--- src/rtl/mem_ctrl_pkg.sv ---
// ---------------------------------------------------------------------------
// mem_ctrl_pkg
// Shared definitions for the memory_system write path.
//   - DATA_W_DEF / ADDR_W_DEF : default data and address widths
//   - MEM_DEPTH               : number of entries in memory_system
//   - state_e                 : write-controller FSM state encoding
// ---------------------------------------------------------------------------
package mem_ctrl_pkg;

   localparam int unsigned DATA_W_DEF = 8;
   localparam int unsigned ADDR_W_DEF = 2;
   localparam int unsigned MEM_DEPTH  = 4;

   typedef enum logic [2:0] {
      IDLE         = 3'd0,
      PRESS_WAIT   = 3'd1,
      FIRE         = 3'd2,
      HELD         = 3'd3,
      RELEASE_WAIT = 3'd4
   } state_e;

endpackage

--- src/rtl/sync_2ff.sv ---
// ---------------------------------------------------------------------------
// sync_2ff
// One-bit two-flop synchronizer with asynchronous active-low clear.
//   clk   : destination clock
//   rst_n : asynchronous active-low clear (both stages go to 0)
//   d     : asynchronous input
//   q     : synchronized output (two clk cycles of latency)
// ---------------------------------------------------------------------------
module sync_2ff (
   input  logic clk,
   input  logic rst_n,
   input  logic d,
   output logic q
);

   logic meta_q, meta_d;
   logic sync_q, sync_d;

   always_comb begin
      meta_d = d;
      sync_d = meta_q;
   end

   always_ff @(posedge clk or negedge rst_n) begin
      if (!rst_n) begin
         meta_q <= 1'b0;
         sync_q <= 1'b0;
      end else begin
         meta_q <= meta_d;
         sync_q <= sync_d;
      end
   end

   assign q = sync_q;

endmodule

--- src/rtl/mem_write_ctrl.sv ---
// ---------------------------------------------------------------------------
// mem_write_ctrl
// Debounced push-button write controller for memory_system. Each confirmed
// press captures data_in and an address (addr_in, or the internal write
// pointer when auto_inc=1) and issues exactly one single-cycle store strobe.
//   clk      : system clock
//   rst_n    : asynchronous active-low reset
//   btn_raw  : raw, unsynchronized push-button
//   data_in  : switch data to store
//   addr_in  : switch address, used when auto_inc=0
//   auto_inc : 1 = use internal write pointer (0,1,2,3,0,...)
//   store    : registered single-cycle write strobe
//   data_out : captured data, held after the strobe
//   addr_out : captured address, held after the strobe
//   busy     : high in every state except IDLE
//   wr_count : number of strobes issued, wraps 255->0
// ---------------------------------------------------------------------------
module mem_write_ctrl
   import mem_ctrl_pkg::*;
#(
   parameter int unsigned DEBOUNCE_CYCLES = 16,
   parameter int unsigned DATA_W          = DATA_W_DEF,
   parameter int unsigned ADDR_W          = ADDR_W_DEF
) (
   input  logic              clk,
   input  logic              rst_n,
   input  logic              btn_raw,
   input  logic [DATA_W-1:0] data_in,
   input  logic [ADDR_W-1:0] addr_in,
   input  logic              auto_inc,
   output logic              store,
   output logic [DATA_W-1:0] data_out,
   output logic [ADDR_W-1:0] addr_out,
   output logic              busy,
   output logic [7:0]        wr_count
);

   localparam logic [15:0]       CNT_LAST = 16'(DEBOUNCE_CYCLES - 1);
   localparam logic [ADDR_W-1:0] PTR_LAST = ADDR_W'(MEM_DEPTH - 1);

   logic btn_s;

   sync_2ff u_btn_sync (
      .clk   (clk),
      .rst_n (rst_n),
      .d     (btn_raw),
      .q     (btn_s)
   );

   state_e            state_q, state_d;
   logic [15:0]       cnt_q, cnt_d;
   logic [ADDR_W-1:0] ptr_q, ptr_d;
   logic [DATA_W-1:0] data_q, data_d;
   logic [ADDR_W-1:0] addr_q, addr_d;
   logic              inc_q, inc_d;
   logic [7:0]        wr_cnt_q, wr_cnt_d;
   logic              store_q, store_d;

   // auto_inc is latched at the capture edge so that the pointer advance in
   // FIRE follows the mode used for this write, not a later toggle.
   always_comb begin
      state_d  = state_q;
      cnt_d    = cnt_q;
      ptr_d    = ptr_q;
      data_d   = data_q;
      addr_d   = addr_q;
      inc_d    = inc_q;
      wr_cnt_d = wr_cnt_q;
      store_d  = 1'b0;

      case (state_q)
         IDLE: begin
            if (btn_s) begin
               state_d = PRESS_WAIT;
               cnt_d   = '0;
            end
         end
         PRESS_WAIT: begin
            if (!btn_s) begin
               state_d = IDLE;
            end else if (cnt_q == CNT_LAST) begin
               state_d = FIRE;
               store_d = 1'b1;
               data_d  = data_in;
               addr_d  = auto_inc ? ptr_q : addr_in;
               inc_d   = auto_inc;
            end else begin
               cnt_d = cnt_q + 16'd1;
            end
         end
         FIRE: begin
            state_d  = HELD;
            wr_cnt_d = wr_cnt_q + 8'd1;
            if (inc_q) begin
               ptr_d = (ptr_q == PTR_LAST) ? '0 : ptr_q + 1'b1;
            end
         end
         HELD: begin
            if (!btn_s) begin
               state_d = RELEASE_WAIT;
               cnt_d   = '0;
            end
         end
         RELEASE_WAIT: begin
            if (btn_s) begin
               state_d = HELD;
            end else if (cnt_q == CNT_LAST) begin
               state_d = IDLE;
            end else begin
               cnt_d = cnt_q + 16'd1;
            end
         end
         default: state_d = IDLE;
      endcase
   end

   always_ff @(posedge clk or negedge rst_n) begin
      if (!rst_n) begin
         state_q  <= IDLE;
         cnt_q    <= '0;
         ptr_q    <= '0;
         data_q   <= '0;
         addr_q   <= '0;
         inc_q    <= 1'b0;
         wr_cnt_q <= '0;
         store_q  <= 1'b0;
      end else begin
         state_q  <= state_d;
         cnt_q    <= cnt_d;
         ptr_q    <= ptr_d;
         data_q   <= data_d;
         addr_q   <= addr_d;
         inc_q    <= inc_d;
         wr_cnt_q <= wr_cnt_d;
         store_q  <= store_d;
      end
   end

   assign store    = store_q;
   assign data_out = data_q;
   assign addr_out = addr_q;
   assign busy     = (state_q != IDLE);
   assign wr_count = wr_cnt_q;

endmodule

--- config.mk ---
export PLATFORM = sky130hd
export DESIGN_NAME = mem_write_ctrl
export DESIGN_NICKNAME = d
export VERILOG_FILES = /design/src/rtl/mem_ctrl_pkg.sv /design/src/rtl/sync_2ff.sv /design/src/rtl/mem_write_ctrl.sv
export SDC_FILE = /design/constraint.sdc
export NUM_CORES = 1
export LEC_CHECK = 0
export CAP_MARGIN = 20
export CORE_ASPECT_RATIO = 0.8
export CORE_MARGIN = 3
export CORE_UTILIZATION = 30
export DETAILED_ROUTE_END_ITERATION = 16
export PLACE_DENSITY_LB_ADDON = 0.25
export SETUP_SLACK_MARGIN = 0.15
export SYNTH_ARGS = -nofsm -noshare
export SYNTH_HDL_FRONTEND = slang
export SYNTH_HIERARCHICAL = 1
export SYNTH_SLANG_ARGS = --single-unit
export TNS_END_PERCENT = 5
--- constraint.sdc ---
create_clock -name clk -period 2.1 [get_ports clk]
set_input_delay 0.42 -clock clk [delete_from_list [all_inputs] [get_ports clk]]
set_output_delay 0.42 -clock clk [all_outputs]
set_load 0.05 [all_outputs]
==> impl_metrics.ini <==
[outcome]
status = finished with violations
violations = negative setup slack

[power]
irDropWorstVdd_mv = 0.3716
pwr_density_cell_nw_per_um2 = 633.5
finalPower_uw = 1833
p_leak_uw = 0.001328

[timing]
fin_ws_ps = -0.8371
setup_viol = 1
worst_pin_slew_ps = 557.9
period_share = 1.000
drv_slew = 0
timing.slew.headroom = 0.6281
period_needed_ps = 2101
finClkSkew_ps = 4.641
hold_viol = 0
tns_ps = -0.8371
fmax_mhz = 476.0
rsz0062_at_grt = true

[final_layout]
drive_gt1_frac = 0.2148
syn2layout_area_growth_pct = 32.34
n_fill_cell = 677
multiInputGateArea_um2 = 1030
antenna-diode-count = 0
register_area_um2 = 1076
final_nets = 272
fin_area_um2 = 2893

[yosys]
synth_top_family_by_area = simple AND/OR/NAND/NOR gates
ys_seq_area_frac = 0.4923
synth_area_leader_cell = dfrtp_1
yosysWarnings = 6
synthMuxAreaShare = 0.1019
synth_xor_area_frac = 0.02805
synth_top_area_frac = 0.4923
postSynthCellCount = 204
synth_area_um2 = 2186
synth-compound-area-share = 0.1173
synthAdderAreaFrac = 0.01717
synthTopCellsByArea = dfrtp_1, mux2_4, o221ai_1, nand4_1, mux2_2
synthSimpleGateAreaFrac = 0.1883
synth_seq_cells = 43
ys_types = 35
syn_nets = 221
synth.avg_cell_area_um2 = 10.71

[detailed_routing]
vias = 1755
drtIter0Drc = 142
avgViaCountPerCell = 5.117
routed_wl_mm = 5.098
postRouteAntennaNets = 0
wl_per_cell_um = 14.86
drt_first_pass_iters = 4
drc = 0

[setup_path]
crit_arrival_ps = 2270
critPathKind = reg -> reg
crit_path_max_fanout = 6
end_kind = flip-flop
max_stage_delay_ps = 610
cp_slowest_cell = or4b_4
cp.required_ps = 2270
path_cells = nor4_2 > buf_4 > nand4_1 > or4b_4 > mux2_4
worst_setup_path_start_kind = flip-flop

[placed_design]
place_area_um2 = 2726
dp_hpwl_mm = 3.497
pre_cts_ws_ps = 10.95
port_buffers = 33
gp_congestion = 0.7817

[clocking]
holdBufCountCts = 0
cts.sinks = 43
tritoncts = built
clock_latency_ps = 290
path_clk_slew_ps = 80
cts_buffers = 5
root_buffer = clkbuf_8
cts.htree.levels = 2
cts.path.max_buffers = 2

[global_routing]
grt_start_max_net_pins = 44
grt_pass1_wl_mm = 8.797
grt_usage = 0.1328
grt_pass1_vias = 1782
antenna_found_initial = 0
overflow = 0

[floorplan]
core_um2 = 6959
start_util = 0.3141
die_w_um = 101.4
die_area_um2 = 8353
ios = 34
num_rows = 27
die_h_um = 82.35

[flow_run]
drv_cap = 0

[hold_path]
hold_path.class = in -> async
## sequential cells by signal (all words and copies together) (netlist names)
register / flops
cnt_q: 16
store: 1
inc_q: 1
state_q: 3
addr_out: 2
wr_count: 8
data_out: 8
u_btn_sync/q: 1
u_btn_sync/meta_q: 1
ptr_q: 2
## routing by layer
layer | GRT usage | part of all wire
met1 | 0.1992 | 0.53
met2 | 0.1958 | 0.43
met3 | 0.02603 | 0.033
met4 | 0.03187 | 0.0065
met5 | 0 | 0
## cell families after synthesis
| logic type | count (synthesis) |
|---|---|
| buffers and inverters | 27 |
| xor gates and xnor gates | 7 |
| muxes | 17 |
| DFF | 43 |
| AOI/OAI and AO/OA | 36 |
| and+or+nand+nor | 71 |
| adders and majority gates | 3 |
## critical path: cells and delay by family, from the launching register on
kind | cells | cell delay, ps
buffers and inverters | 1 | 160
flip-flops | 1 | 400
multiplexers | 1 | 330
AND/OR/NAND/NOR | 3 | 1090
## cells in the final DEF (no fill, tap or decap), drive strengths merged, types with 6 or more instances in the layout
master / instances
buf: 24
clkdlybuf4s50: 23
clkbuf: 6
mux2: 15
dfrtp: 43
o221ai: 10
nand3: 10
nor4: 6
nand2: 13
nand4: 11
a31oi: 6
o21ai: 8
inv: 15
## Yosys cell counts
cell        n
a211o_1     1
a21o_1      1
a21oi_1     3
a31oi_1     6
and3_1      3
and4_1      1
buf_2       3
buf_6       2
clkbuf_1    7
dfrtp_1    43
ha_1        3
inv_1      15
mux2_2      6
mux2_4      9
mux2i_1     2
nand2_1    13
nand2b_1    5
nand3_1    10
nand3b_1    4
nand4_1    11
nor2_1      3
nor2b_1     1
nor3_1      5
nor3b_2     1
nor4_1      6
o2111ai_1   3
o211ai_1    3
o21ai_0     8
o221a_2     1
o221ai_1   10
or3_1       5
or3b_2      2
or4b_4      1
xnor2_1     4
xor2_1      3
## layout make-up
class                           instances  area share
Timing Repair Buffer                   55      0.1691
Multi-Input combinational cell        135      0.3560
Sequential cell                        43      0.3720
Inverter                               15     0.01946
Tap cell                               87     0.03763
Clock inverter                          2     0.02076
Clock buffer                            6     0.02509
## worst paths after layout
check	from	cells past startpoint	slack (ps)	endpoint
max	cnt_q[12]	5	-0.8	data_out[3]
min	rst_n	2	200	cnt_q[14]
max reg2reg	cnt_q[12]	5	-0.8	data_out[3]
min reg2reg	u_btn_sync/meta_q	0	370	u_btn_sync/q
max in group asynchronous	rst_n	2	1510	u_btn_sync/q
min in group clk	u_btn_sync/meta_q	0	370	u_btn_sync/q
## where the power goes
group          switching [uW]  internal, uW  total [uW]
clock network             277           475         752
logic                     115          94.6         209
registers                19.2           852         871
## stage by stage
stage	std cells	hold WS [ps]	util
after global placement	334	361.8	0.3918
after global routing	343	239.1	0.4157
final	343	196.4	0.4157
after CTS	343	224.9	0.4133
after detailed placement	334	349.1	0.3918
after floorplan	204	124.4	-
## timing repair
action	in CTS	in global routing
pin swaps	1	2
gates cloned	1	0
buffers inserted	0	0
gates resized for setup	8	4
setup endpoints to repair	32	30
No activity file was read; power rests on OpenSTA's default activity.
